**src/rtl/uart_pkg.sv**
```systemverilog
// Shared types and constants for the UART receive/transmit control path.
package uart_pkg;

    typedef enum logic [1:0] {
        RX_IDLE,
        RX_RECV,
        RX_CAPTURE
    } rx_ctrl_state_t;

    localparam int unsigned BITS_PER_FRAME = 10;
    localparam int unsigned OVERSAMPLE     = 8;

    // Bits needed to hold the values 0..n inclusive.
    function automatic int unsigned clog2_plus1(input int unsigned n);
        return $clog2(n + 1);
    endfunction

endpackage

```
**src/rtl/uart_sync_fifo.sv**
```systemverilog
// Synchronous FIFO with registered head output, occupancy count and flush.
module uart_sync_fifo
    import uart_pkg::*;
#(
    parameter int unsigned WIDTH = 8,
    parameter int unsigned DEPTH = 8
) (
    input  logic                       bclkx8,
    input  logic                       rst_n,
    input  logic                       flush,
    input  logic                       push,
    input  logic                       pop,
    input  logic [WIDTH-1:0]           wdata,
    output logic [WIDTH-1:0]           rdata,
    output logic [$clog2(DEPTH+1)-1:0] level,
    output logic                       full,
    output logic                       empty
);

    localparam int unsigned AW = $clog2(DEPTH);
    localparam int unsigned LW = clog2_plus1(DEPTH);

    logic [WIDTH-1:0] mem [DEPTH];
    logic [AW-1:0]    wr_ptr;
    logic [AW-1:0]    rd_ptr;
    logic [AW-1:0]    rd_ptr_nx;
    logic             do_push;
    logic             do_pop;

    assign full      = (level == LW'(DEPTH));
    assign empty     = (level == '0);
    assign do_pop    = pop & ~empty;
    assign do_push   = push & (~full | do_pop);
    assign rd_ptr_nx = do_pop ? rd_ptr + 1'b1 : rd_ptr;

    // Storage array; a flush discards a same-cycle push.
    always_ff @(posedge bclkx8) begin
        if (do_push && !flush)
            mem[wr_ptr] <= wdata;
    end

    // Pointers, occupancy and the registered head entry.
    always_ff @(posedge bclkx8 or negedge rst_n) begin
        if (!rst_n) begin
            wr_ptr <= '0;
            rd_ptr <= '0;
            level  <= '0;
            rdata  <= '0;
        end else if (flush) begin
            wr_ptr <= '0;
            rd_ptr <= '0;
            level  <= '0;
            rdata  <= '0;
        end else begin
            if (do_push)
                wr_ptr <= wr_ptr + 1'b1;
            rd_ptr <= rd_ptr_nx;
            case ({do_push, do_pop})
                2'b10:   level <= level + 1'b1;
                2'b01:   level <= level - 1'b1;
                default: level <= level;
            endcase
            // Head slot is being written this cycle when the FIFO is empty,
            // or when the last entry is popped while a new one arrives.
            if (do_push && (wr_ptr == rd_ptr_nx))
                rdata <= wdata;
            else
                rdata <= mem[rd_ptr_nx];
        end
    end

endmodule

```
**src/rtl/uart_rx_ctrl.sv**
```systemverilog
// Receive controller: captures completed bytes into a FIFO, host read port,
// level / character-timeout / overflow interrupts.
module uart_rx_ctrl
    import uart_pkg::*;
#(
    parameter int unsigned DEPTH       = 8,
    parameter int unsigned THRESH      = 4,
    parameter int unsigned TIMEOUT_CYC = 4 * BITS_PER_FRAME * OVERSAMPLE
) (
    input  logic                       bclkx8,
    input  logic                       rst_n,
    input  logic                       en,
    input  logic                       flush,
    input  logic                       rx_status,
    input  logic [7:0]                 rhr,
    output logic [7:0]                 rd_data,
    output logic                       rd_valid,
    input  logic                       rd_ready,
    output logic [$clog2(DEPTH+1)-1:0] level,
    output logic                       overflow,
    input  logic                       ovf_clr,
    output logic                       irq_level,
    output logic                       irq_timeout,
    output logic                       irq
);

    localparam int unsigned LW = clog2_plus1(DEPTH);
    localparam int unsigned TW = clog2_plus1(TIMEOUT_CYC);

    rx_ctrl_state_t state;
    rx_ctrl_state_t state_nx;
    logic           rx_status_q;
    logic           fall;
    logic           capture;
    logic           full;
    logic           empty;
    logic           pop;
    logic           push;
    logic           drop;
    logic [TW-1:0]  to_cnt;
    logic           overflow_d;
    logic           irq_level_d;
    logic           irq_timeout_d;

    assign fall     = rx_status_q & ~rx_status;
    assign capture  = (state == RX_CAPTURE);
    assign rd_valid = ~empty;
    assign pop      = ~empty & rd_ready;
    assign push     = capture & en & (~full | pop);
    assign drop     = capture & en & full & ~pop;

    uart_sync_fifo #(
        .WIDTH (8),
        .DEPTH (DEPTH)
    ) u_fifo (
        .bclkx8 (bclkx8),
        .rst_n  (rst_n),
        .flush  (flush),
        .push   (push),
        .pop    (pop),
        .wdata  (rhr),
        .rdata  (rd_data),
        .level  (level),
        .full   (full),
        .empty  (empty)
    );

    // Next-state logic following the receiver busy flag.
    always_comb begin
        state_nx = state;
        case (state)
            RX_IDLE:    if (rx_status) state_nx = RX_RECV;
            RX_RECV:    if (fall) state_nx = RX_CAPTURE;
            RX_CAPTURE: state_nx = rx_status ? RX_RECV : RX_IDLE;
            default:    state_nx = RX_IDLE;
        endcase
    end

    // State register and busy-flag delay for fall detection.
    always_ff @(posedge bclkx8 or negedge rst_n) begin
        if (!rst_n) begin
            state       <= RX_IDLE;
            rx_status_q <= 1'b0;
        end else begin
            state       <= state_nx;
            rx_status_q <= rx_status;
        end
    end

    // Saturating idle counter; only runs while data waits and no frame is in flight.
    always_ff @(posedge bclkx8 or negedge rst_n) begin
        if (!rst_n)
            to_cnt <= '0;
        else if (push || pop || flush || (level == '0))
            to_cnt <= '0;
        else if ((state == RX_IDLE) && (to_cnt != TW'(TIMEOUT_CYC)))
            to_cnt <= to_cnt + 1'b1;
    end

    // Interrupt sources computed from current state, registered below.
    always_comb begin
        overflow_d    = drop | (overflow & ~ovf_clr);
        irq_level_d   = (level >= LW'(THRESH));
        irq_timeout_d = (to_cnt == TW'(TIMEOUT_CYC)) & (level != '0);
    end

    // Registered sticky overflow and interrupt outputs.
    always_ff @(posedge bclkx8 or negedge rst_n) begin
        if (!rst_n) begin
            overflow    <= 1'b0;
            irq_level   <= 1'b0;
            irq_timeout <= 1'b0;
            irq         <= 1'b0;
        end else begin
            overflow    <= overflow_d;
            irq_level   <= irq_level_d;
            irq_timeout <= irq_timeout_d;
            irq         <= irq_level_d | irq_timeout_d | overflow_d;
        end
    end

endmodule

```
**config.mk**
```make
export PLATFORM = sky130hd
export DESIGN_NAME = uart_rx_ctrl
export DESIGN_NICKNAME = d
export VERILOG_FILES = /design/src/rtl/uart_pkg.sv /design/src/rtl/uart_sync_fifo.sv /design/src/rtl/uart_rx_ctrl.sv
export SDC_FILE = /design/constraint.sdc
export NUM_CORES = 1
export LEC_CHECK = 0
export CAP_MARGIN = 20
export CELL_PAD_IN_SITES_DETAIL_PLACEMENT = 0
export CELL_PAD_IN_SITES_GLOBAL_PLACEMENT = 1
export CORE_ASPECT_RATIO = 1.5
export CORE_MARGIN = 2
export CORE_UTILIZATION = 25
export DETAILED_ROUTE_END_ITERATION = 16
export HOLD_SLACK_MARGIN = 0.1
export MAX_ROUTING_LAYER = met4
export PLACE_DENSITY_LB_ADDON = 0.1
export SLEW_MARGIN = 20
export SYNTH_ARGS = -nofsm -noshare
export SYNTH_HDL_FRONTEND = slang
export SYNTH_SLANG_ARGS = --single-unit
```
**constraint.sdc**
```tcl
create_clock -name bclkx8 -period 2.7 [get_ports bclkx8]
set_input_delay 0.675 -clock bclkx8 [delete_from_list [all_inputs] [get_ports bclkx8]]
set_output_delay 0.675 -clock bclkx8 [all_outputs]
set_load 0.005 [all_outputs]
```
==> metrics <==
crit path launch type flip-flop; DIE AREA 0.0213 mm2; Avg Cell Area, Syn 12.3 um2; peak supply drop 0.320 mV; CTS tree built; pwr dens 807 mW/mm2; Fin Clk Skew 3.70 ps; first-pass GRT wire length 21.3 mm; final WL 13.8 mm; vias in the first global route 3663; Req. time, crit path 2030 ps; core area 0.0198 mm2; Synth cell types 49; Synth warnings 0; count of boundary I/O pins 32; Synth async-reset ratio 34.7%; met2 wire length 7.21 mm; Worst-path clk slew 70 ps; Seq cells post-synth 98; post-synth top area share 38.2%; Port Buffers 31; sequential cell area fraction in the yosys report 55.1%; Avg WL per Cell 19.2 um; CP max-delay cell dfrtp_1; total track usage 14.0%; Least-Margin Pin Slew 601 ps; RSZ-0062 raised after global routing false; Hold Crit Class in2async; Post-synth EDFFs 64; DR WL met3 400 um; Pleak 2.14 nW; Post-CTS Hold Fix Bufs 0; ratio of cells with drive above 1 in the final layout 17.0%; TritonCTS buffer count 9; starting density of the core 25.4%; Filler cells 2003; Final min period 2520 ps; die height 178 um; Final Max Slew Viols 0; cell accounting for the most synthesized area edfxtp_1; clock sink total 98; GP Congestion 0.757; Cell Area, Synth 0.00503 mm2; Antenna Nets Post-Route 0; met1 WL 5.82 mm; Final HPWL DP 9.20 mm; crit-path max FO 9; Crit path buffers/inverters 2; Pre-antenna DRT Iters 4; worst r2r src u_fifo.rd_ptr[0]; row count 63; fin nets 475; Via density 4.83; CP delay by family, top flip-flops; Synth Flop Type edfxtp_1; Setup Fix Bufs, Post-CTS 0; Die Span X 120 um; cells along the critical path nor4_4 -> inv_1 -> clkdlybuf4s50_1; Arrival @ worst endpoint 1850 ps; Worst path max stage delay 540 ps; maximum clock insertion buffer count 2; Syn Nets 431; slew margin rel. 59.9%; f_max 0.396 GHz; Final Setup Violations 0; Worst R2R Setup Slack 340 ps; status complete, no violations; Final Hold Fails 0; crit share post-route 93.4%; multi-input logic area 0.00211 mm2; cells after synthesis 410; H-tree levels 3; Setup crit end kind output port; initial antenna violation count 0; PostCTS Resize Cnt 0; FF-to-FF End u_fifo.rdata[5]; register area 0.00277 mm2; largest net degree at the start of global routing 35; TNS Setup 0 ps; Placed Cells 703; ANT cells 0; top layer in use met4; top cells by area, synth edfxtp_1 38%, dfrtp_1 17%, mux2i_1 11%; DRC errors left 0; WS Path Type reg2out; via count 3470; number of max-cap violations 0; DR iter-0 viols 154; final cell count without fillers 719; CTS Root Cell clkbuf_16; P&R area growth vs syn 22.5%; Clock Latency Late Sink 350 ps; Reg2Reg Depth 7; global route overflow 0
[cells by family after synthesis]
| family | after synthesis | share of synthesized area, % |
|---|---|---|
| DFF | 98 | 55.1 |
| AOI/OAI and AO/OA | 88 | 12.2 |
| and+or+nand+nor | 88 | 9.15 |
| muxes | 69 | 14.6 |
| buffers and inverters | 41 | 3.70 |
| xor gates and xnor gates | 20 | 3.78 |
| adders and majority gates | 6 | 1.49 |
[Yosys cell counts (all sizes together), types with 2 or more instances]
cell and instances:
or2 3, dfrtp 34, nand3b 2, and3 3, nor4b 4, a32o 7, a211oi 7, ha 6
mux2 14, xnor2 9, mux2i 53, a22o 2, xor2 10, a31oi 2, o21bai 7, nand2b 2
nor3 22, a22oi 7, nand3 7, nor2 28, a21oi 26, nor4 3, inv 7, nand2 8
mux4 2, clkbuf 17, edfxtp 64, o31ai 8, o22ai 15, buf 17
[routing by layer]
| layer | up-vias | global-route usage, % |
|---|---|---|
| li1 | 1658 | - |
| met1 | 1742 | 16.0 |
| met2 | 54 | 24.0 |
| met4 | 0 | 6.13 |
| met5 | - | - |
| met3 | 16 | 2.60 |
[sequential cells by signal, summed over array words and instances (netlist names)]
| name | cells |
|---|---|
| rx_status_q | 1 |
| u_fifo.wr_ptr | 3 |
| u_fifo.rdata | 8 |
| state | 2 |
| overflow | 1 |
| irq_timeout | 1 |
| u_fifo.mem | 64 |
| irq | 1 |
| to_cnt | 9 |
| u_fifo.level | 4 |
| u_fifo.rd_ptr | 3 |
| irq_level | 1 |
[cells in the final DEF (no fill, tap or decap), types with 8 or more instances in the layout]
| cell type | n |
|---|---|
| edfxtp_1 | 64 |
| mux2i_1 | 53 |
| dfrtp_1 | 34 |
| buf_4 | 33 |
| clkdlybuf4s50_1 | 30 |
| nor2_1 | 28 |
| a21oi_1 | 26 |
| nor3_1 | 22 |
| o22ai_1 | 15 |
| mux2_2 | 14 |
| xor2_1 | 10 |
| xnor2_1 | 9 |
| clkbuf_16 | 9 |
| nand2_1 | 8 |
| o31ai_1 | 8 |
[worst max path at each step]
stage | start | to | slack (ps) | cells after the start
after floorplan | en | u_fifo.mem[2][0] | 30 | 4
after global placement | rd_ready | u_fifo.mem[5][5] | -40 | 7
after detailed placement | rd_ready | u_fifo.rdata[6] | -80 | 6
after CTS | u_fifo.level[3] | rd_valid | 140 | 3
after global routing | u_fifo.level[3] | rd_valid | 30 | 3
final | u_fifo.level[3] | rd_valid | 180 | 3
[per-stage QoR]
step / hold WS, ps / worst slack (ps) / util (%) / power (mW) / area [um2]
after floorplan: 379 / 31.6 / - / 3.04 / 5050
final: 248 / 177 / 31.2 / 4.97 / 6170
after detailed placement: 507 / -83.2 / 29.6 / 3.66 / 5850
after global routing: 259 / 25.9 / 31.2 / 5.27 / 6170
after CTS: 262 / 139 / 31.2 / 5.05 / 6170
after global placement: 498 / -35.7 / 29.6 / 3.67 / 5850
[area by class of cell]
cell class	count	share of cell area, %
inverters	7	0.426
clock buffers	13	4.38
clock inverters	3	0.731
well taps	260	5.28
repair buffers	67	9.94
flip-flops and latches	98	45.0
multi-input cells	271	34.3
[power breakdown]
group | internal, mW | switching, mW | total, mW
registers | 1.69 | 0.114 | 1.80
clock network | 0.797 | 0.570 | 1.37
logic | 0.873 | 0.929 | 1.80
No activity file was read; power rests on OpenSTA's default activity.
